File: src/rtl/pipe_pkg.sv
// Shared pipeline types for the RV32 core.
// RegDst encodings, datapath width and the ID/EX bundle.
package pipe_pkg;

    localparam int XLEN = 32;

    localparam logic [1:0] REGDST_ALU  = 2'b00;
    localparam logic [1:0] REGDST_MEM  = 2'b01;
    localparam logic [1:0] REGDST_LINK = 2'b10;
    localparam logic [1:0] REGDST_CMP  = 2'b11;

    typedef struct packed {
        logic            Mwk;
        logic [6:0]      op;
        logic [4:0]      rs1;
        logic [4:0]      rs2;
        logic [4:0]      rd;
        logic [XLEN-1:0] ReadData1;
        logic [XLEN-1:0] ReadData2;
        logic [XLEN-1:0] imm;
        logic [XLEN-1:0] pc;
        logic            RegWr;
        logic [1:0]      RegDst;
        logic [3:0]      ALUOp;
        logic            MemWr;
    } id_ex_t;

endpackage

File: src/rtl/id_ex_stage_if.sv
// ID/EX boundary bus: decoded ID fields, downstream producers,
// flush, and the registered EX fields plus stall status.
interface id_ex_if;
    import pipe_pkg::*;

    logic            id_Mwk;
    logic [6:0]      id_op;
    logic [4:0]      id_rs1;
    logic [4:0]      id_rs2;
    logic [4:0]      id_rd;
    logic            id_use_rs1;
    logic            id_use_rs2;
    logic [XLEN-1:0] id_ReadData1;
    logic [XLEN-1:0] id_ReadData2;
    logic [XLEN-1:0] id_imm;
    logic [XLEN-1:0] id_pc;
    logic            id_RegWr;
    logic [1:0]      id_RegDst;
    logic [3:0]      id_ALUOp;
    logic            id_MemWr;

    logic            mem_Mwk;
    logic            mem_RegWr;
    logic [1:0]      mem_RegDst;
    logic [4:0]      mem_rd;
    logic            wb_Mwk;
    logic            wb_RegWr;
    logic [1:0]      wb_RegDst;
    logic [4:0]      wb_rd;
    logic            flush;

    logic            ex_Mwk;
    logic [6:0]      ex_op;
    logic [4:0]      ex_rs1;
    logic [4:0]      ex_rs2;
    logic [4:0]      ex_rd;
    logic [XLEN-1:0] ex_ReadData1;
    logic [XLEN-1:0] ex_ReadData2;
    logic [XLEN-1:0] ex_imm;
    logic [XLEN-1:0] ex_pc;
    logic            ex_RegWr;
    logic [1:0]      ex_RegDst;
    logic [3:0]      ex_ALUOp;
    logic            ex_MemWr;
    logic            stall;
    logic [1:0]      bubble_cnt;

    modport master (
        output id_Mwk, id_op, id_rs1, id_rs2, id_rd,
        output id_use_rs1, id_use_rs2,
        output id_ReadData1, id_ReadData2, id_imm, id_pc,
        output id_RegWr, id_RegDst, id_ALUOp, id_MemWr,
        output mem_Mwk, mem_RegWr, mem_RegDst, mem_rd,
        output wb_Mwk, wb_RegWr, wb_RegDst, wb_rd, flush,
        input  ex_Mwk, ex_op, ex_rs1, ex_rs2, ex_rd,
        input  ex_ReadData1, ex_ReadData2, ex_imm, ex_pc,
        input  ex_RegWr, ex_RegDst, ex_ALUOp, ex_MemWr,
        input  stall, bubble_cnt
    );

    modport slave (
        input  id_Mwk, id_op, id_rs1, id_rs2, id_rd,
        input  id_use_rs1, id_use_rs2,
        input  id_ReadData1, id_ReadData2, id_imm, id_pc,
        input  id_RegWr, id_RegDst, id_ALUOp, id_MemWr,
        input  mem_Mwk, mem_RegWr, mem_RegDst, mem_rd,
        input  wb_Mwk, wb_RegWr, wb_RegDst, wb_rd, flush,
        output ex_Mwk, ex_op, ex_rs1, ex_rs2, ex_rd,
        output ex_ReadData1, ex_ReadData2, ex_imm, ex_pc,
        output ex_RegWr, ex_RegDst, ex_ALUOp, ex_MemWr,
        output stall, bubble_cnt
    );

endinterface

File: src/rtl/id_ex_stage_hazard_detect.sv
// Bubble requirement for the ID instruction against the
// ex/mem/wb producers that forwarding cannot cover in time.
module hazard_detect
    import pipe_pkg::*;
#(
    parameter int LOAD_BUBBLES = 1,
    parameter int LINK_BUBBLES = 3
) (
    input  logic       id_Mwk,
    input  logic       use_rs1,
    input  logic       use_rs2,
    input  logic [4:0] rs1,
    input  logic [4:0] rs2,
    input  logic       ex_Mwk,
    input  logic       ex_RegWr,
    input  logic [1:0] ex_RegDst,
    input  logic [4:0] ex_rd,
    input  logic       mem_Mwk,
    input  logic       mem_RegWr,
    input  logic [1:0] mem_RegDst,
    input  logic [4:0] mem_rd,
    input  logic       wb_Mwk,
    input  logic       wb_RegWr,
    input  logic [1:0] wb_RegDst,
    input  logic [4:0] wb_rd,
    output logic [1:0] need
);

    localparam logic [1:0] N_LD  = 2'(LOAD_BUBBLES);
    localparam logic [1:0] N_LK  = 2'(LINK_BUBBLES);
    localparam logic [1:0] N_LK1 = 2'(LINK_BUBBLES - 1);
    localparam logic [1:0] N_LK2 = 2'(LINK_BUBBLES - 2);

    logic hit_ex, hit_mem, hit_wb;
    logic [1:0] n_ex, n_mem, n_wb, n_max;

    function automatic logic hit(
        input logic       v,
        input logic       w,
        input logic [4:0] rd
    );
        return v && w && (rd != 5'd0) && id_Mwk &&
               ((use_rs1 && rd == rs1) || (use_rs2 && rd == rs2));
    endfunction

    assign hit_ex  = hit(ex_Mwk, ex_RegWr, ex_rd);
    assign hit_mem = hit(mem_Mwk, mem_RegWr, mem_rd);
    assign hit_wb  = hit(wb_Mwk, wb_RegWr, wb_rd);

    // ALU/compare results forward from any stage; only
    // loads in EX and link writers anywhere need bubbles.
    always_comb begin
        n_ex  = 2'd0;
        n_mem = 2'd0;
        n_wb  = 2'd0;
        unique case (1'b1)
            hit_ex && ex_RegDst == REGDST_MEM:  n_ex = N_LD;
            hit_ex && ex_RegDst == REGDST_LINK: n_ex = N_LK;
            default:                            n_ex = 2'd0;
        endcase
        if (hit_mem && mem_RegDst == REGDST_LINK) n_mem = N_LK1;
        if (hit_wb && wb_RegDst == REGDST_LINK)   n_wb = N_LK2;
        n_max = (n_ex > n_mem) ? n_ex : n_mem;
        need  = (n_max > n_wb) ? n_max : n_wb;
    end

endmodule

File: src/rtl/id_ex_stage.sv
// ID/EX pipeline register with bubble counter, stall
// sequencing and flush priority.
module id_ex_stage
    import pipe_pkg::*;
#(
    parameter int LOAD_BUBBLES = 1,
    parameter int LINK_BUBBLES = 3
) (
    input logic   CLK,
    input logic   RST_n,
    id_ex_if.slave bus
);

    id_ex_t     id_w;
    id_ex_t     ex_q;
    logic [1:0] cnt;
    logic [1:0] need;
    logic       stall;

    assign id_w = '{
        Mwk:       bus.id_Mwk,
        op:        bus.id_op,
        rs1:       bus.id_rs1,
        rs2:       bus.id_rs2,
        rd:        bus.id_rd,
        ReadData1: bus.id_ReadData1,
        ReadData2: bus.id_ReadData2,
        imm:       bus.id_imm,
        pc:        bus.id_pc,
        RegWr:     bus.id_RegWr,
        RegDst:    bus.id_RegDst,
        ALUOp:     bus.id_ALUOp,
        MemWr:     bus.id_MemWr
    };

    hazard_detect #(
        .LOAD_BUBBLES(LOAD_BUBBLES),
        .LINK_BUBBLES(LINK_BUBBLES)
    ) u_hz (
        .id_Mwk    (bus.id_Mwk),
        .use_rs1   (bus.id_use_rs1),
        .use_rs2   (bus.id_use_rs2),
        .rs1       (bus.id_rs1),
        .rs2       (bus.id_rs2),
        .ex_Mwk    (ex_q.Mwk),
        .ex_RegWr  (ex_q.RegWr),
        .ex_RegDst (ex_q.RegDst),
        .ex_rd     (ex_q.rd),
        .mem_Mwk   (bus.mem_Mwk),
        .mem_RegWr (bus.mem_RegWr),
        .mem_RegDst(bus.mem_RegDst),
        .mem_rd    (bus.mem_rd),
        .wb_Mwk    (bus.wb_Mwk),
        .wb_RegWr  (bus.wb_RegWr),
        .wb_RegDst (bus.wb_RegDst),
        .wb_rd     (bus.wb_rd),
        .need      (need)
    );

    // need is only consulted when no stall is in progress
    assign stall = RST_n && !bus.flush &&
                   ((cnt != 2'd0) || (need != 2'd0));

    always_ff @(posedge CLK) begin
        if (!RST_n) begin
            ex_q <= '0;
            cnt  <= 2'd0;
        end else if (bus.flush) begin
            ex_q <= '0;
            cnt  <= 2'd0;
        end else if (stall) begin
            ex_q <= '0;
            cnt  <= ((cnt == 2'd0) ? need : cnt) - 2'd1;
        end else begin
            ex_q <= id_w;
            cnt  <= 2'd0;
        end
    end

    assign bus.ex_Mwk       = ex_q.Mwk;
    assign bus.ex_op        = ex_q.op;
    assign bus.ex_rs1       = ex_q.rs1;
    assign bus.ex_rs2       = ex_q.rs2;
    assign bus.ex_rd        = ex_q.rd;
    assign bus.ex_ReadData1 = ex_q.ReadData1;
    assign bus.ex_ReadData2 = ex_q.ReadData2;
    assign bus.ex_imm       = ex_q.imm;
    assign bus.ex_pc        = ex_q.pc;
    assign bus.ex_RegWr     = ex_q.RegWr;
    assign bus.ex_RegDst    = ex_q.RegDst;
    assign bus.ex_ALUOp     = ex_q.ALUOp;
    assign bus.ex_MemWr     = ex_q.MemWr;
    assign bus.stall        = stall;
    assign bus.bubble_cnt   = cnt;

endmodule

File: src/flat_wrapper.sv
// flat-port wrapper written by rule: the top's interface ports become plain ports
module id_ex_stage_flat import pipe_pkg::*;
#(
    parameter int LOAD_BUBBLES = 1,
    parameter int LINK_BUBBLES = 3
)
  (CLK, RST_n, bus_id_Mwk, bus_id_op, bus_id_rs1, bus_id_rs2, bus_id_rd, bus_id_use_rs1, bus_id_use_rs2, bus_id_ReadData1, bus_id_ReadData2, bus_id_imm, bus_id_pc, bus_id_RegWr, bus_id_RegDst, bus_id_ALUOp, bus_id_MemWr, bus_mem_Mwk, bus_mem_RegWr, bus_mem_RegDst, bus_mem_rd, bus_wb_Mwk, bus_wb_RegWr, bus_wb_RegDst, bus_wb_rd, bus_flush, bus_ex_Mwk, bus_ex_op, bus_ex_rs1, bus_ex_rs2, bus_ex_rd, bus_ex_ReadData1, bus_ex_ReadData2, bus_ex_imm, bus_ex_pc, bus_ex_RegWr, bus_ex_RegDst, bus_ex_ALUOp, bus_ex_MemWr, bus_stall, bus_bubble_cnt);
  id_ex_if bus_i ();
  input logic CLK;
  input logic RST_n;
  input wire logic [$bits(bus_i.id_Mwk)-1:0] bus_id_Mwk;
  input wire logic [$bits(bus_i.id_op)-1:0] bus_id_op;
  input wire logic [$bits(bus_i.id_rs1)-1:0] bus_id_rs1;
  input wire logic [$bits(bus_i.id_rs2)-1:0] bus_id_rs2;
  input wire logic [$bits(bus_i.id_rd)-1:0] bus_id_rd;
  input wire logic [$bits(bus_i.id_use_rs1)-1:0] bus_id_use_rs1;
  input wire logic [$bits(bus_i.id_use_rs2)-1:0] bus_id_use_rs2;
  input wire logic [$bits(bus_i.id_ReadData1)-1:0] bus_id_ReadData1;
  input wire logic [$bits(bus_i.id_ReadData2)-1:0] bus_id_ReadData2;
  input wire logic [$bits(bus_i.id_imm)-1:0] bus_id_imm;
  input wire logic [$bits(bus_i.id_pc)-1:0] bus_id_pc;
  input wire logic [$bits(bus_i.id_RegWr)-1:0] bus_id_RegWr;
  input wire logic [$bits(bus_i.id_RegDst)-1:0] bus_id_RegDst;
  input wire logic [$bits(bus_i.id_ALUOp)-1:0] bus_id_ALUOp;
  input wire logic [$bits(bus_i.id_MemWr)-1:0] bus_id_MemWr;
  input wire logic [$bits(bus_i.mem_Mwk)-1:0] bus_mem_Mwk;
  input wire logic [$bits(bus_i.mem_RegWr)-1:0] bus_mem_RegWr;
  input wire logic [$bits(bus_i.mem_RegDst)-1:0] bus_mem_RegDst;
  input wire logic [$bits(bus_i.mem_rd)-1:0] bus_mem_rd;
  input wire logic [$bits(bus_i.wb_Mwk)-1:0] bus_wb_Mwk;
  input wire logic [$bits(bus_i.wb_RegWr)-1:0] bus_wb_RegWr;
  input wire logic [$bits(bus_i.wb_RegDst)-1:0] bus_wb_RegDst;
  input wire logic [$bits(bus_i.wb_rd)-1:0] bus_wb_rd;
  input wire logic [$bits(bus_i.flush)-1:0] bus_flush;
  output wire logic [$bits(bus_i.ex_Mwk)-1:0] bus_ex_Mwk;
  output wire logic [$bits(bus_i.ex_op)-1:0] bus_ex_op;
  output wire logic [$bits(bus_i.ex_rs1)-1:0] bus_ex_rs1;
  output wire logic [$bits(bus_i.ex_rs2)-1:0] bus_ex_rs2;
  output wire logic [$bits(bus_i.ex_rd)-1:0] bus_ex_rd;
  output wire logic [$bits(bus_i.ex_ReadData1)-1:0] bus_ex_ReadData1;
  output wire logic [$bits(bus_i.ex_ReadData2)-1:0] bus_ex_ReadData2;
  output wire logic [$bits(bus_i.ex_imm)-1:0] bus_ex_imm;
  output wire logic [$bits(bus_i.ex_pc)-1:0] bus_ex_pc;
  output wire logic [$bits(bus_i.ex_RegWr)-1:0] bus_ex_RegWr;
  output wire logic [$bits(bus_i.ex_RegDst)-1:0] bus_ex_RegDst;
  output wire logic [$bits(bus_i.ex_ALUOp)-1:0] bus_ex_ALUOp;
  output wire logic [$bits(bus_i.ex_MemWr)-1:0] bus_ex_MemWr;
  output wire logic [$bits(bus_i.stall)-1:0] bus_stall;
  output wire logic [$bits(bus_i.bubble_cnt)-1:0] bus_bubble_cnt;
  assign bus_i.id_Mwk = bus_id_Mwk;
  assign bus_i.id_op = bus_id_op;
  assign bus_i.id_rs1 = bus_id_rs1;
  assign bus_i.id_rs2 = bus_id_rs2;
  assign bus_i.id_rd = bus_id_rd;
  assign bus_i.id_use_rs1 = bus_id_use_rs1;
  assign bus_i.id_use_rs2 = bus_id_use_rs2;
  assign bus_i.id_ReadData1 = bus_id_ReadData1;
  assign bus_i.id_ReadData2 = bus_id_ReadData2;
  assign bus_i.id_imm = bus_id_imm;
  assign bus_i.id_pc = bus_id_pc;
  assign bus_i.id_RegWr = bus_id_RegWr;
  assign bus_i.id_RegDst = bus_id_RegDst;
  assign bus_i.id_ALUOp = bus_id_ALUOp;
  assign bus_i.id_MemWr = bus_id_MemWr;
  assign bus_i.mem_Mwk = bus_mem_Mwk;
  assign bus_i.mem_RegWr = bus_mem_RegWr;
  assign bus_i.mem_RegDst = bus_mem_RegDst;
  assign bus_i.mem_rd = bus_mem_rd;
  assign bus_i.wb_Mwk = bus_wb_Mwk;
  assign bus_i.wb_RegWr = bus_wb_RegWr;
  assign bus_i.wb_RegDst = bus_wb_RegDst;
  assign bus_i.wb_rd = bus_wb_rd;
  assign bus_i.flush = bus_flush;
  assign bus_ex_Mwk = bus_i.ex_Mwk;
  assign bus_ex_op = bus_i.ex_op;
  assign bus_ex_rs1 = bus_i.ex_rs1;
  assign bus_ex_rs2 = bus_i.ex_rs2;
  assign bus_ex_rd = bus_i.ex_rd;
  assign bus_ex_ReadData1 = bus_i.ex_ReadData1;
  assign bus_ex_ReadData2 = bus_i.ex_ReadData2;
  assign bus_ex_imm = bus_i.ex_imm;
  assign bus_ex_pc = bus_i.ex_pc;
  assign bus_ex_RegWr = bus_i.ex_RegWr;
  assign bus_ex_RegDst = bus_i.ex_RegDst;
  assign bus_ex_ALUOp = bus_i.ex_ALUOp;
  assign bus_ex_MemWr = bus_i.ex_MemWr;
  assign bus_stall = bus_i.stall;
  assign bus_bubble_cnt = bus_i.bubble_cnt;
  id_ex_stage #(.LOAD_BUBBLES(LOAD_BUBBLES), .LINK_BUBBLES(LINK_BUBBLES)) u_core (.CLK(CLK), .RST_n(RST_n), .bus(bus_i));
endmodule
File: config.mk
export PLATFORM = sky130hd
export DESIGN_NAME = id_ex_stage_flat
export DESIGN_NICKNAME = d
export VERILOG_FILES = /design/src/rtl/pipe_pkg.sv /design/src/rtl/id_ex_stage_if.sv /design/src/rtl/id_ex_stage_hazard_detect.sv /design/src/rtl/id_ex_stage.sv /design/src/flat_wrapper.sv
export SDC_FILE = /design/constraint.sdc
export NUM_CORES = 1
export LEC_CHECK = 0
export CORE_AREA = 2 2 132 134
export CTS_CLUSTER_SIZE = 16
export DETAILED_ROUTE_END_ITERATION = 8
export DIE_AREA = 0 0 134 136
export PLACE_DENSITY_LB_ADDON = 0.25
export SLEW_MARGIN = 25
export SYNTH_ARGS = -nofsm -noshare
export SYNTH_HDL_FRONTEND = slang
export SYNTH_HIERARCHICAL = 1
export SYNTH_SLANG_ARGS = --single-unit
File: constraint.sdc
create_clock -name CLK -period 4.7 [get_ports CLK]
set_clock_uncertainty 0.2 [all_clocks]
set_input_delay 0.705 -clock CLK [delete_from_list [all_inputs] [get_ports CLK]]
set_output_delay 0.705 -clock CLK [all_outputs]
set_load 0.02 [all_outputs]
* Word level (Yosys, flattened, before mapping) *
Cells that the tools add are included.

storage, ports and cells
  output and inout port bits = 162
  bits of input ports = 182
  flip-flop bits (word level) = 161

cells by class
  multiplexer cells = 6
  eq/ne operators = 10
  add/sub/neg operators = 1
  bitwise logic cells = 2
  $lt $le $gt $ge = 2
  reductions and logical operators = 37

operators by type and width
  cell                   number
  $eq A5 B5 Y1           6
  $logic_and A1 B1 Y1    24
  $reduce_bool A5 Y1     3
  $mux W2                4
  $eq A2 B2 Y1 const B   3
  $reduce_or A3 Y1       2
  $gt A2 B2 Y1           2
  $logic_or A1 B1 Y1     4
  $pmux W2 S2            1
  $reduce_bool A2 Y1     2
  $eq A2 B1 Y1 const B   1
  $logic_not A2 Y1       1
  $not A1 Y1             2
  $sub A2 B1 Y2 const B  1
  $logic_not A1 Y1       1
  $mux W1                1

* Longest topological paths before layout *
Gate-level depths: netlist of run 1.

  depth after elaboration = 15
  mapped depth = 15
  mapped depth without buffers = 12

* Modules after synthesis *
The synthesis of run 1 kept the hierarchy.

modules (own cells, without submodules)
  module         sequential area each (um^2)  cells each  area each (um^2)  instances
  id_ex_stage    3,223.1                      523         5,336.4           1
  hazard_detect  0.0                          74          583.1             1

* Worst setup path before layout of run 1 *
Ideal clock, no wire load.

  kind = input-to-output
  from = input bus_mem_rd[1]
  to = output bus_stall
  arrival = 3.589 ns
  cell stages on the path = 12
  path slack = 0.206 ns
  cell sequence = or4_1 -> o211ai_2 -> nand2b_1 -> ha_1 -> o2111ai_1 -> ha_1 -> o221ai_1 -> mux2i_1 -> or4_1 -> buf_2 -> clkbuf_1 -> nor2b_1

on the way
  cells in the longest elaborated chain, start to end = 13
  elaborated cells on any way between the ends = 18

RTL lines
  element                                                           line                                                              source
  start: declaration                                                flat_wrapper.sv:29                                                input wire logic [$bits(bus_i.mem_rd)-1:0] bus_mem_rd;
  $eq A5 B5 Y1 / $reduce_bool A5 Y1 (equally long branches)         id_ex_stage_hazard_detect.sv:43, id_ex_stage_hazard_detect.sv:42
  $logic_and A1 B1 Y1 (on tied branches)                            id_ex_stage_hazard_detect.sv:43, id_ex_stage_hazard_detect.sv:42
  $logic_or A1 B1 Y1 / $logic_and A1 B1 Y1 (equally long branches)  id_ex_stage_hazard_detect.sv:43, id_ex_stage_hazard_detect.sv:42
  $logic_and A1 B1 Y1 (*)                                           id_ex_stage_hazard_detect.sv:42                                   return v && w && (rd != 5'd0) && id_Mwk &&
  $logic_and A1 B1 Y1 (*)                                           id_ex_stage_hazard_detect.sv:61                                   if (hit_mem && mem_RegDst == REGDST_LINK) n_mem = N_LK1;
  $mux W2 (*)                                                       id_ex_stage_hazard_detect.sv:61
  $gt A2 B2 Y1                                                      id_ex_stage_hazard_detect.sv:63                                   n_max = (n_ex > n_mem) ? n_ex : n_mem;
  $mux W2 (*)                                                       id_ex_stage_hazard_detect.sv:63
  $gt A2 B2 Y1                                                      id_ex_stage_hazard_detect.sv:64                                   need = (n_max > n_wb) ? n_max : n_wb;
  $mux W2 (*)                                                       id_ex_stage_hazard_detect.sv:64
  via u_core.need[0]                                                id_ex_stage.sv:17                                                 logic [1:0] need;
  $reduce_bool A2 Y1 (*)                                            id_ex_stage.sv:62                                                 ((cnt != 2'd0) || (need != 2'd0));
  $logic_or A1 B1 Y1 (*)                                            id_ex_stage.sv:62
  $logic_and A1 B1 Y1 (*)                                           id_ex_stage.sv:61                                                 assign stall = RST_n && !bus.flush &&
  end: declaration                                                  flat_wrapper.sv:48                                                output wire logic [$bits(bus_i.stall)-1:0] bus_stall;

The timed path passes the listed nets; every way through them passes the cells marked *.

* Worst setup path in the final report of run 1 *
  from = input bus_id_rs2[0]
  to = output bus_stall

on the way
  cells in the longest elaborated chain, start to end = 13
  elaborated cells on any way between the ends = 26

RTL lines
  element                                        line                                                                                               source
  start: declaration                             flat_wrapper.sv:14                                                                                 input wire logic [$bits(bus_i.id_rs2)-1:0] bus_id_rs2;
  $eq A5 B5 Y1                                   id_ex_stage_hazard_detect.sv:43                                                                    ((use_rs1 && rd == rs1) || (use_rs2 && rd == rs2));
  $logic_and A1 B1 Y1                            id_ex_stage_hazard_detect.sv:43
  $logic_or A1 B1 Y1                             id_ex_stage_hazard_detect.sv:43
  $logic_and A1 B1 Y1                            id_ex_stage_hazard_detect.sv:42
  $logic_and A1 B1 Y1 (on tied branches)         id_ex_stage_hazard_detect.sv:58, id_ex_stage_hazard_detect.sv:57, id_ex_stage_hazard_detect.sv:61
  $pmux W2 S2 / $mux W2 (equally long branches)  id_ex_stage_hazard_detect.sv:56, id_ex_stage_hazard_detect.sv:61
  $gt A2 B2 Y1                                   id_ex_stage_hazard_detect.sv:63
  $mux W2                                        id_ex_stage_hazard_detect.sv:63
  $gt A2 B2 Y1                                   id_ex_stage_hazard_detect.sv:64
  $mux W2 (*)                                    id_ex_stage_hazard_detect.sv:64
  via u_core.need[0]                             id_ex_stage.sv:17
  $reduce_bool A2 Y1 (*)                         id_ex_stage.sv:62
  $logic_or A1 B1 Y1 (*)                         id_ex_stage.sv:62
  $logic_and A1 B1 Y1 (*)                        id_ex_stage.sv:61

Marks and branches as above.

==> impl_metrics.json, run 1 <==
{
  "min_period_over_period_pct": 97.9,
  "placed_area_mm2": 0.00969,
  "hold_class": "reg2reg",
  "routed_wl_um": 17600,
  "dpl_worst_slack_ps": -597,
  "hold_viol": 0,
  "synth_seq_area_share_pct": 54.4,
  "place_hpwl_um": 13000,
  "layout.nets": 1145,
  "cts_tree": "built",
  "ys_seq_elements": 161,
  "postSynthCellCount": 597,
  "async_flop_share_pct": 0,
  "first_pass_iters": 4,
  "worst-endpoint-arrival_ps": 3690,
  "grt_pass1_wl_um": 26700,
  "slew_violations": 0,
  "layout-drive-gt1-share_pct": 18.5,
  "power_density_mw_per_mm2": 312,
  "syn_area_per_cell_um2": 9.92,
  "synth-main-ff-cell": "dfxtp_1",
  "route.detailed.drc": 0,
  "coreArea_mm2": 0.0169,
  "port_buffers": 343,
  "routed_via_density": 4.26,
  "place.gp.congestion": 0.838,
  "syn_nets": 781,
  "worst_path_dominant_cell_family": "simple AND/OR/NAND/NOR gates",
  "fmax_mhz": 217,
  "diodes": 0,
  "criticalPathCategory": "in2out",
  "ir_drop_mv": 0.248,
  "fin_crit_ps": 4600,
  "synth_edf_count": 0,
  "synth_top_area_share_pct": 54.4,
  "critPathBufInv": 3,
  "wl_per_cell_um": 14.7,
  "worstPathRequired_ps": 3800,
  "ys_top_cells_by_area": "dfxtp_1 (54%), nor3_2 (15%), inv_1 (10%)",
  "grt_pass1_vias": 5063,
  "worstSetupEndpointType": "output pin",
  "setup_slack_ps": 101,
  "die_w_um": 134,
  "synth_cell_types": 36,
  "dr_total_vias": 5106,
  "grt_antenna_before_repair": 0,
  "cts-htree-levels": 4,
  "leakage_uw": 0.00472,
  "final_core_util_pct": 61.6,
  "crit_slowest_cell": "or4_4",
  "worstSkewPairLatency_ps": 410,
  "grt_max_degree": 86,
  "fin_area_mm2": 0.0104,
  "numCtsBuffers": 17,
  "fp.dieH_um": 136,
  "pin_count": 344,
  "ant_nets": 0,
  "rows": 48,
  "grt_use_total_pct": 18.9,
  "crit_path_max_fanout": 3,
  "drt_iter0_drc": 153,
  "max-clock-path-buffers": 2,
  "area_growth_pct": 75.5,
  "setup_viol": 0,
  "initial_core_util_pct": 35.1,
  "worst_pin_slew_ps": 1010,
  "clkTransAtPathRegs_ps": 70,
  "ys_warn_count": 6,
  "start_kind": "input pin",
  "crit_path_max_incr_delay_ps": 510,
  "cts_root_buf": "clkbuf_16",
  "synth_area_mm2": 0.00592,
  "status": "completed",
  "crit_chain": "clkdlybuf4s50_1, buf_4, xnor2_2, nand4_1, o22ai_2, nand2b_4, ha_4, o2111ai_2, ha_1, o221ai_2, mux2i_1, or4_4, nor2b_4, buf_6",
  "cts_sinks": 161,
  "drv_cap": 0,
  "grt-ovfl-total": 0,
  "synth_top_area_cell": "dfxtp_1",
  "slew_headroom_pct": 32.6,
  "dieArea_mm2": 0.0182
}
Yosys cell counts, drive strengths merged, types with 3 or more instances:
cell type / number
dfxtp: 161
inv: 161
a21oi: 3
xor2: 9
nor3: 160
xnor2: 22
nand4: 4
or4: 4
nand2: 7
clkbuf: 16
nor2b: 3
buf: 20
tightest hold or removal path, cell delays in order, from the launching register on:
cell and delay (ps):
dfxtp_1 350, nand2_1 70, a21oi_1 60
kinds of logic after synthesis:
family                     after synthesis  share of synthesized area (%)
DFF                                    161                           54.4
buffers and inverters                  197                           13.8
adders and majority gates                2                          0.423
and+or+nand+nor                        192                           24.9
AOI/OAI and AO/OA                       13                           1.61
muxes                                    1                          0.169
xor gates and xnor gates                31                           4.59
final timing paths:
path | from | to | slack (ps) | cells after the start
worst max-delay path | bus_id_rs2[0] | bus_stall | 100 | 14
worst min-delay path | u_core/bus.bubble_cnt[1] | u_core/bus.bubble_cnt[1] | 320 | 2
worst min register to register | u_core/bus.bubble_cnt[1] | u_core/bus.bubble_cnt[1] | 320 | 2
worst max register to register | u_core/bus.ex_rd[0] | u_core/bus.ex_ReadData2[8] | 620 | 13
power by group:
| group | internal, uW | switching [uW] | leakage (uW) |
|---|---|---|---|
| clock | 709 | 594 | 0.000273 |
| combinational | 284 | 216 | 0.00313 |
| sequential | 1420 | 16.5 | 0.00132 |
| total | 2410 | 826 | 0.00472 |
stage by stage:
step                      hold WS [ps]  cells  TNS, ps  power, uW
after detailed placement           305   1162   -25460       1970
final                              318   1199        0       3240
after global placement             297   1162   -13450       1960
after global routing               344   1199    -26.6       3370
after CTS                          317   1196        0       3280
after floorplan                    361    597        0       1660
sequential cells by signal, indices dropped and copies added, names as in the netlist:
signal	flops
u_core/bus.ex_op	7
u_core/bus.ex_RegDst	2
u_core/bus.ex_rs1	5
u_core/bus.ex_rd	5
u_core/bus.ex_RegWr	1
u_core/bus.ex_ReadData2	32
u_core/bus.ex_ReadData1	32
u_core/bus.ex_pc	32
u_core/bus.ex_Mwk	1
u_core/bus.ex_imm	32
u_core/bus.ex_rs2	5
u_core/bus.bubble_cnt	2
u_core/bus.ex_MemWr	1
u_core/bus.ex_ALUOp	4
placed cells by master, fill, tap and decap left out, drive strengths merged, types with 3 or more instances in the layout:
cell type / synthesis / routed
or4: 4 / 4
xnor2: 22 / 22
nor2b: 3 / 3
dlymetal6s2s: 0 / 15
dlygate4sd2: 0 / 3
buf: 20 / 39
nand2: 7 / 7
dfxtp: 161 / 161
clkinv: 0 / 4
clkdlybuf4s50: 0 / 323
a21oi: 3 / 3
nor3: 160 / 160
inv: 161 / 169
clkbuf: 16 / 19
nand4: 4 / 4
xor2: 9 / 9
per-layer routing:
layer | GRT usage [%] | part of all wire [%] | vias up
met5 | 0 | 0 | -
met4 | 8.16 | 3.0 | 0
met3 | 6.90 | 7.3 | 31
met2 | 33.0 | 51 | 176
met1 | 20.8 | 39 | 2337
li1 | - | - | 2562
final cells by class:
cell class | instances | area (um2)
Inverter | 161 | 604
Tap cell | 225 | 282
Timing Repair Buffer | 381 | 3760
Multi-Input combinational cell | 239 | 1960
Fill cell | 1430 | 6490
Clock buffer | 18 | 439
Clock inverter | 14 | 121
Sequential cell | 161 | 3220
what timing repair did:
action | in CTS | in global routing
gates resized for setup | 18 | 22
pin swaps | 4 | 11
setup endpoints to repair | 1 | 45
hold endpoints to repair | 0 | 0
hold buffers | 0 | 0
setup buffers | 2 | 3
(Power assumes the default switching activity.)
==> run 2, diff against run 1 <==
==> constraint.sdc (replaced) <==
create_clock -name CLK -period 4.8 [get_ports CLK]
set_clock_uncertainty 0.2 [all_clocks]
set_input_delay 0.72 -clock CLK [delete_from_list [all_inputs] [get_ports CLK]]
set_output_delay 0.72 -clock CLK [all_outputs]
set_load 0.02 [all_outputs]
==> impl_metrics.json, run 2 (same netlist as run 1, synthesis figures left out) <==
{
  "status": "completed",
  "place_hpwl_um": 12900,
  "hold_class": "reg2reg",
  "grt_use_total_pct": 19.2,
  "drt_iter0_drc": 222,
  "grt_max_degree": 160,
  "fmax_mhz": 210,
  "hold_viol": 0,
  "min_period_over_period_pct": 99.1,
  "max-clock-path-buffers": 2,
  "route.detailed.drc": 0,
  "cts_hold_buf": 0,
  "final_common_cell": "clkdlybuf4s50_1",
  "pin_count": 344,
  "final.fill_count": 1424,
  "rows": 48,
  "layout.nets": 1144,
  "critPathBufInv": 2,
  "worst_pin_slew_ps": 916,
  "final_cell_mix": "clkdlybuf4s50_1 (324), inv_1 (161), dfxtp_1 (161)",
  "leakage_uw": 0.00473,
  "layout-drive-gt1-share_pct": 18.2,
  "port_buffers": 343,
  "cts_root_buf": "clkbuf_16",
  "first_pass_iters": 4,
  "coreArea_mm2": 0.0169,
  "numCtsBuffers": 17,
  "cts-htree-levels": 4,
  "initial_core_util_pct": 35.1,
  "die_w_um": 134,
  "dieArea_mm2": 0.0182,
  "crit_path_max_incr_delay_ps": 530,
  "dr_total_vias": 5071,
  "crit_chain": "clkdlybuf4s50_1, or4_4, o211ai_2, nand2b_4, ha_4, o2111ai_2, ha_1, o221ai_2, mux2i_2, or4_4, nor2b_4, buf_6",
  "diodes": 0,
  "worstSkewPairLatency_ps": 410,
  "place.gp.congestion": 0.823,
  "slew_violations": 0,
  "grt_pass1_wl_um": 26900,
  "routed_via_density": 4.23,
  "wl_per_cell_um": 14.8,
  "ant_nets": 0,
  "grt_antenna_before_repair": 1,
  "setup_viol": 0,
  "grt_pass1_vias": 5065,
  "cts_sinks": 161,
  "worst-endpoint-arrival_ps": 3830,
  "clkTransAtPathRegs_ps": 70,
  "worst_path_dominant_cell_family": "simple AND/OR/NAND/NOR gates",
  "final_core_util_pct": 61.6,
  "slew_headroom_pct": 38.9,
  "crit_slowest_cell": "or4_4",
  "crit_path_max_fanout": 3,
  "fp.dieH_um": 136,
  "worstPathRequired_ps": 3880,
  "worstSetupEndpointType": "output pin",
  "fin_crit_ps": 4750,
  "tns_ps": 0,
  "cts_tree": "built",
  "area_growth_pct": 75.5,
  "cpMostUsedCell": "or4_4",
  "power_density_mw_per_mm2": 304,
  "ir_drop_mv": 0.217,
  "routed_wl_um": 17700,
  "grt-ovfl-total": 0,
  "criticalPathCategory": "in2out",
  "start_kind": "input pin",
  "drv_cap": 0
}
run 2: layer usage:
| metal | routed length (um) | GRT usage, % | up-vias |
|---|---|---|---|
| li1 | - | - | 2566 |
| met1 | 6890 | 21.4 | 2246 |
| met2 | 8630 | 31.5 | 209 |
| met3 | 1480 | 7.98 | 48 |
| met4 | 721 | 10.0 | 2 |
| met5 | 13 | 0 | - |
run 2: report_power, final:
group	switching, uW	internal (uW)	total (uW)
Sequential	15.9	1390	1410
Clock	577	680	1260
Combinational	213	279	492
run 2: repair_timing:
action,4_1_cts,5_1_grt
pin swaps,2,14
setup endpoints to repair,1,1
buffers inserted,1,5
resized for setup,10,29
run 2: path summary, 6_finish.rpt:
check / start / end / slack [ps] / depth (start not counted)
setup / recovery: bus_mem_rd[3] / bus_stall / 50 / 12
hold / removal: u_core/bus.bubble_cnt[1] / u_core/bus.bubble_cnt[1] / 320 / 2
setup reg to reg: u_core/bus.ex_rd[0] / u_core/bus.ex_imm[31] / 790 / 13
hold reg to reg: u_core/bus.bubble_cnt[1] / u_core/bus.bubble_cnt[1] / 320 / 2
run 2: final cells by class:
class | count | area (um2) | area share, %
clock buffers | 18 | 429 | 4.13
clock inverters | 14 | 123 | 1.18
inverters | 161 | 604 | 5.82
multi-input cells | 239 | 1960 | 18.9
flip-flops and latches | 161 | 3220 | 31.0
well taps | 225 | 282 | 2.71
repair buffers | 380 | 3770 | 36.3
run 2: tightest hold or removal path, delay by kind of cell, from the launching register on:
family / cells / cell delay, ps
compound gates: 1 / 50
flops: 1 / 350
simple gates: 1 / 70
run 2: through the flow:
stage / instance area (um2) / std cells / worst slack, ps / hold slack (ps) / total power [uW]
floorplan: 5920 / 597 / 276 / 361 / 1620
global placement: 9680 / 1160 / -435 / 285 / 1920
detailed placement: 9680 / 1160 / -493 / 306 / 1930
CTS: 10200 / 1193 / 33.1 / 315 / 3200
global route: 10400 / 1198 / -44.9 / 340 / 3300
finish: 10400 / 1198 / 45.4 / 319 / 3160
==> run 3, diff against run 2 <==
--- a/config.mk
+++ b/config.mk
@@ -5,11 +5,12 @@
 export SDC_FILE = /design/constraint.sdc
 export NUM_CORES = 1
 export LEC_CHECK = 0
-export CORE_AREA = 2 2 132 134
-export CTS_CLUSTER_SIZE = 16
+export CORE_AREA = 2 2 134 136
+export CTS_BUF_LIST = sky130_fd_sc_hd__clkbuf_4
+export CTS_CLUSTER_SIZE = 14
 export DETAILED_ROUTE_END_ITERATION = 8
-export DIE_AREA = 0 0 134 136
-export PLACE_DENSITY_LB_ADDON = 0.25
+export DIE_AREA = 0 0 136 138
+export PLACE_DENSITY_LB_ADDON = 0.08
 export SLEW_MARGIN = 25
 export SYNTH_ARGS = -nofsm -noshare
 export SYNTH_HDL_FRONTEND = slang
==> impl_metrics.json, run 3 (same netlist as run 1, synthesis figures left out) <==
{
  "status": "completed",
  "port_buffers": 343,
  "final_common_cell": "clkdlybuf4s50_1",
  "cts_tree": "built",
  "power_density_mw_per_mm2": 261,
  "fin_area_mm2": 0.0101,
  "rows": 49,
  "area_growth_pct": 69.8,
  "ant_nets": 0,
  "min_from": "u_core/bus.bubble_cnt[1]",
  "first_pass_iters": 4,
  "worst_pin_slew_ps": 895,
  "swShare_pct": 28.2,
  "fp.dieH_um": 138,
  "grt-ovfl-total": 0,
  "pwr-share-comb_pct": 18.7,
  "setup_viol": 0,
  "fin_cells": 1199,
  "holdWs_ps": 307,
  "leakage_uw": 0.00447,
  "cts-htree-levels": 4,
  "numCtsBuffers": 17,
  "slew_headroom_pct": 40.4,
  "criticalPathCategory": "in2out",
  "worst-endpoint-arrival_ps": 3780,
  "pwr-share-clk_pct": 27.7,
  "worstSkewPairLatency_ps": 530,
  "layout-drive-gt1-share_pct": 17.8,
  "ir_drop_mv": 0.163,
  "placed_cells": 1163,
  "max-clock-path-buffers": 2,
  "dr_total_vias": 5187,
  "coreArea_mm2": 0.0175,
  "cts_hold_buf": 0,
  "place_hpwl_um": 13500,
  "routed_wl_um": 18000,
  "slew_violations": 0,
  "drt_iter0_drc": 175,
  "critPathLaunch": "bus_mem_rd[2]",
  "r2r_start": "u_core/bus.ex_rd[1]",
  "die_w_um": 136,
  "dieArea_mm2": 0.0188,
  "cts_sinks": 161,
  "hold_class": "reg2reg",
  "start_kind": "input pin",
  "crit_path_max_fanout": 3,
  "clkTransAtPathRegs_ps": 130,
  "pwr-share-seq_pct": 53.6,
  "route.detailed.drc": 0,
  "switchingPower_uw": 741,
  "fmax_mhz": 213,
  "grt_pass1_vias": 5255,
  "grt_antenna_before_repair": 1,
  "power_uw": 2630,
  "final_core_util_pct": 57.3,
  "initial_core_util_pct": 33.8,
  "wl_per_cell_um": 15.0,
  "min_period_over_period_pct": 97.9,
  "worstPathRequired_ps": 3880,
  "routed_via_density": 4.33,
  "pin_count": 344,
  "final_cell_mix": "clkdlybuf4s50_1 (334), dfxtp_1 (161), inv_1 (160)",
  "drv_cap": 0,
  "grt_max_degree": 162,
  "grt_use_total_pct": 18.9,
  "fin_crit_ps": 4700,
  "hold_viol": 0,
  "placed_area_mm2": 0.00967,
  "worstSetupEndpointType": "output pin",
  "final.fill_count": 1593,
  "cts_root_buf": "clkbuf_4",
  "grt_pass1_wl_um": 27400,
  "layout.nets": 1139,
  "p_int_uw": 1890,
  "place.gp.congestion": 0.838
}
==> run 3: power groups by stage <==
| stage | sequential [uW] | combinational, uW | clock, uW |
|---|---|---|---|
| detailed placement | 1440 | 492 | 0 |
| global route | 1410 | 525 | 834 |
| floorplan | 1510 | 118 | 0 |
| CTS | 1410 | 494 | 767 |
| finish | 1410 | 491 | 729 |
| global placement | 1440 | 487 | 0 |
==> run 3: layer usage <==
| metal | vias up | share of wire (%) | global-route usage, % | wire length (um) |
|---|---|---|---|---|
| met1 | 2369 | 37 | 19.4 | 6590 |
| met3 | 42 | 9.0 | 7.55 | 1620 |
| met4 | 0 | 3.8 | 8.88 | 682 |
| li1 | 2556 | - | - | - |
| met5 | - | 0 | 0 | 0 |
| met2 | 220 | 51 | 33.2 | 9130 |
==> run 3: metrics by stage <==
| stage | setup slack, ps | setup TNS (ps) |
|---|---|---|
| finish | 99.8 | 0 |
| floorplan | 276 | 0 |
| global placement | -418 | -24290 |
| detailed placement | -518 | -40760 |
| global route | -2.52 | -2.52 |
| CTS | 2.53 | 0 |
==> run 3: final cells by class <==
type | instances | area (um2) | area share [%]
Antenna cell | 2 | 5.00 | 0.0498
Clock buffer | 17 | 128 | 1.27
Clock inverter | 15 | 124 | 1.23
Inverter | 161 | 604 | 6.01
Multi-Input combinational cell | 239 | 1980 | 19.7
Sequential cell | 161 | 3220 | 32.1
Tap cell | 229 | 287 | 2.85
Timing Repair Buffer | 375 | 3700 | 36.8
==> run 3: what timing repair did <==
item	in CTS	in global routing
gates cloned	0	0
pin swaps	0	6
gates resized for setup	8	20
setup buffers	0	2
endpoints found under the setup margin	1	2
==> run 3: path summary, 6_finish.rpt <==
check,depth (start not counted),endpoint,slack (ps)
max,12,bus_stall,100
min,2,u_core/bus.bubble_cnt[1],310
max reg2reg,13,u_core/bus.bubble_cnt[0],620
min reg2reg,2,u_core/bus.bubble_cnt[1],310
==> run 3: worst max-delay path, stage by stage <==
cell and delay [ps]:
clkdlybuf4s50_1 420, or4_4 520, o211ai_2 200, nand2b_4 160, ha_4 210, o2111ai_4 230, ha_4 240, o221ai_4 200
mux2i_2 110, or4_4 460, nor2b_1 150, buf_4 150
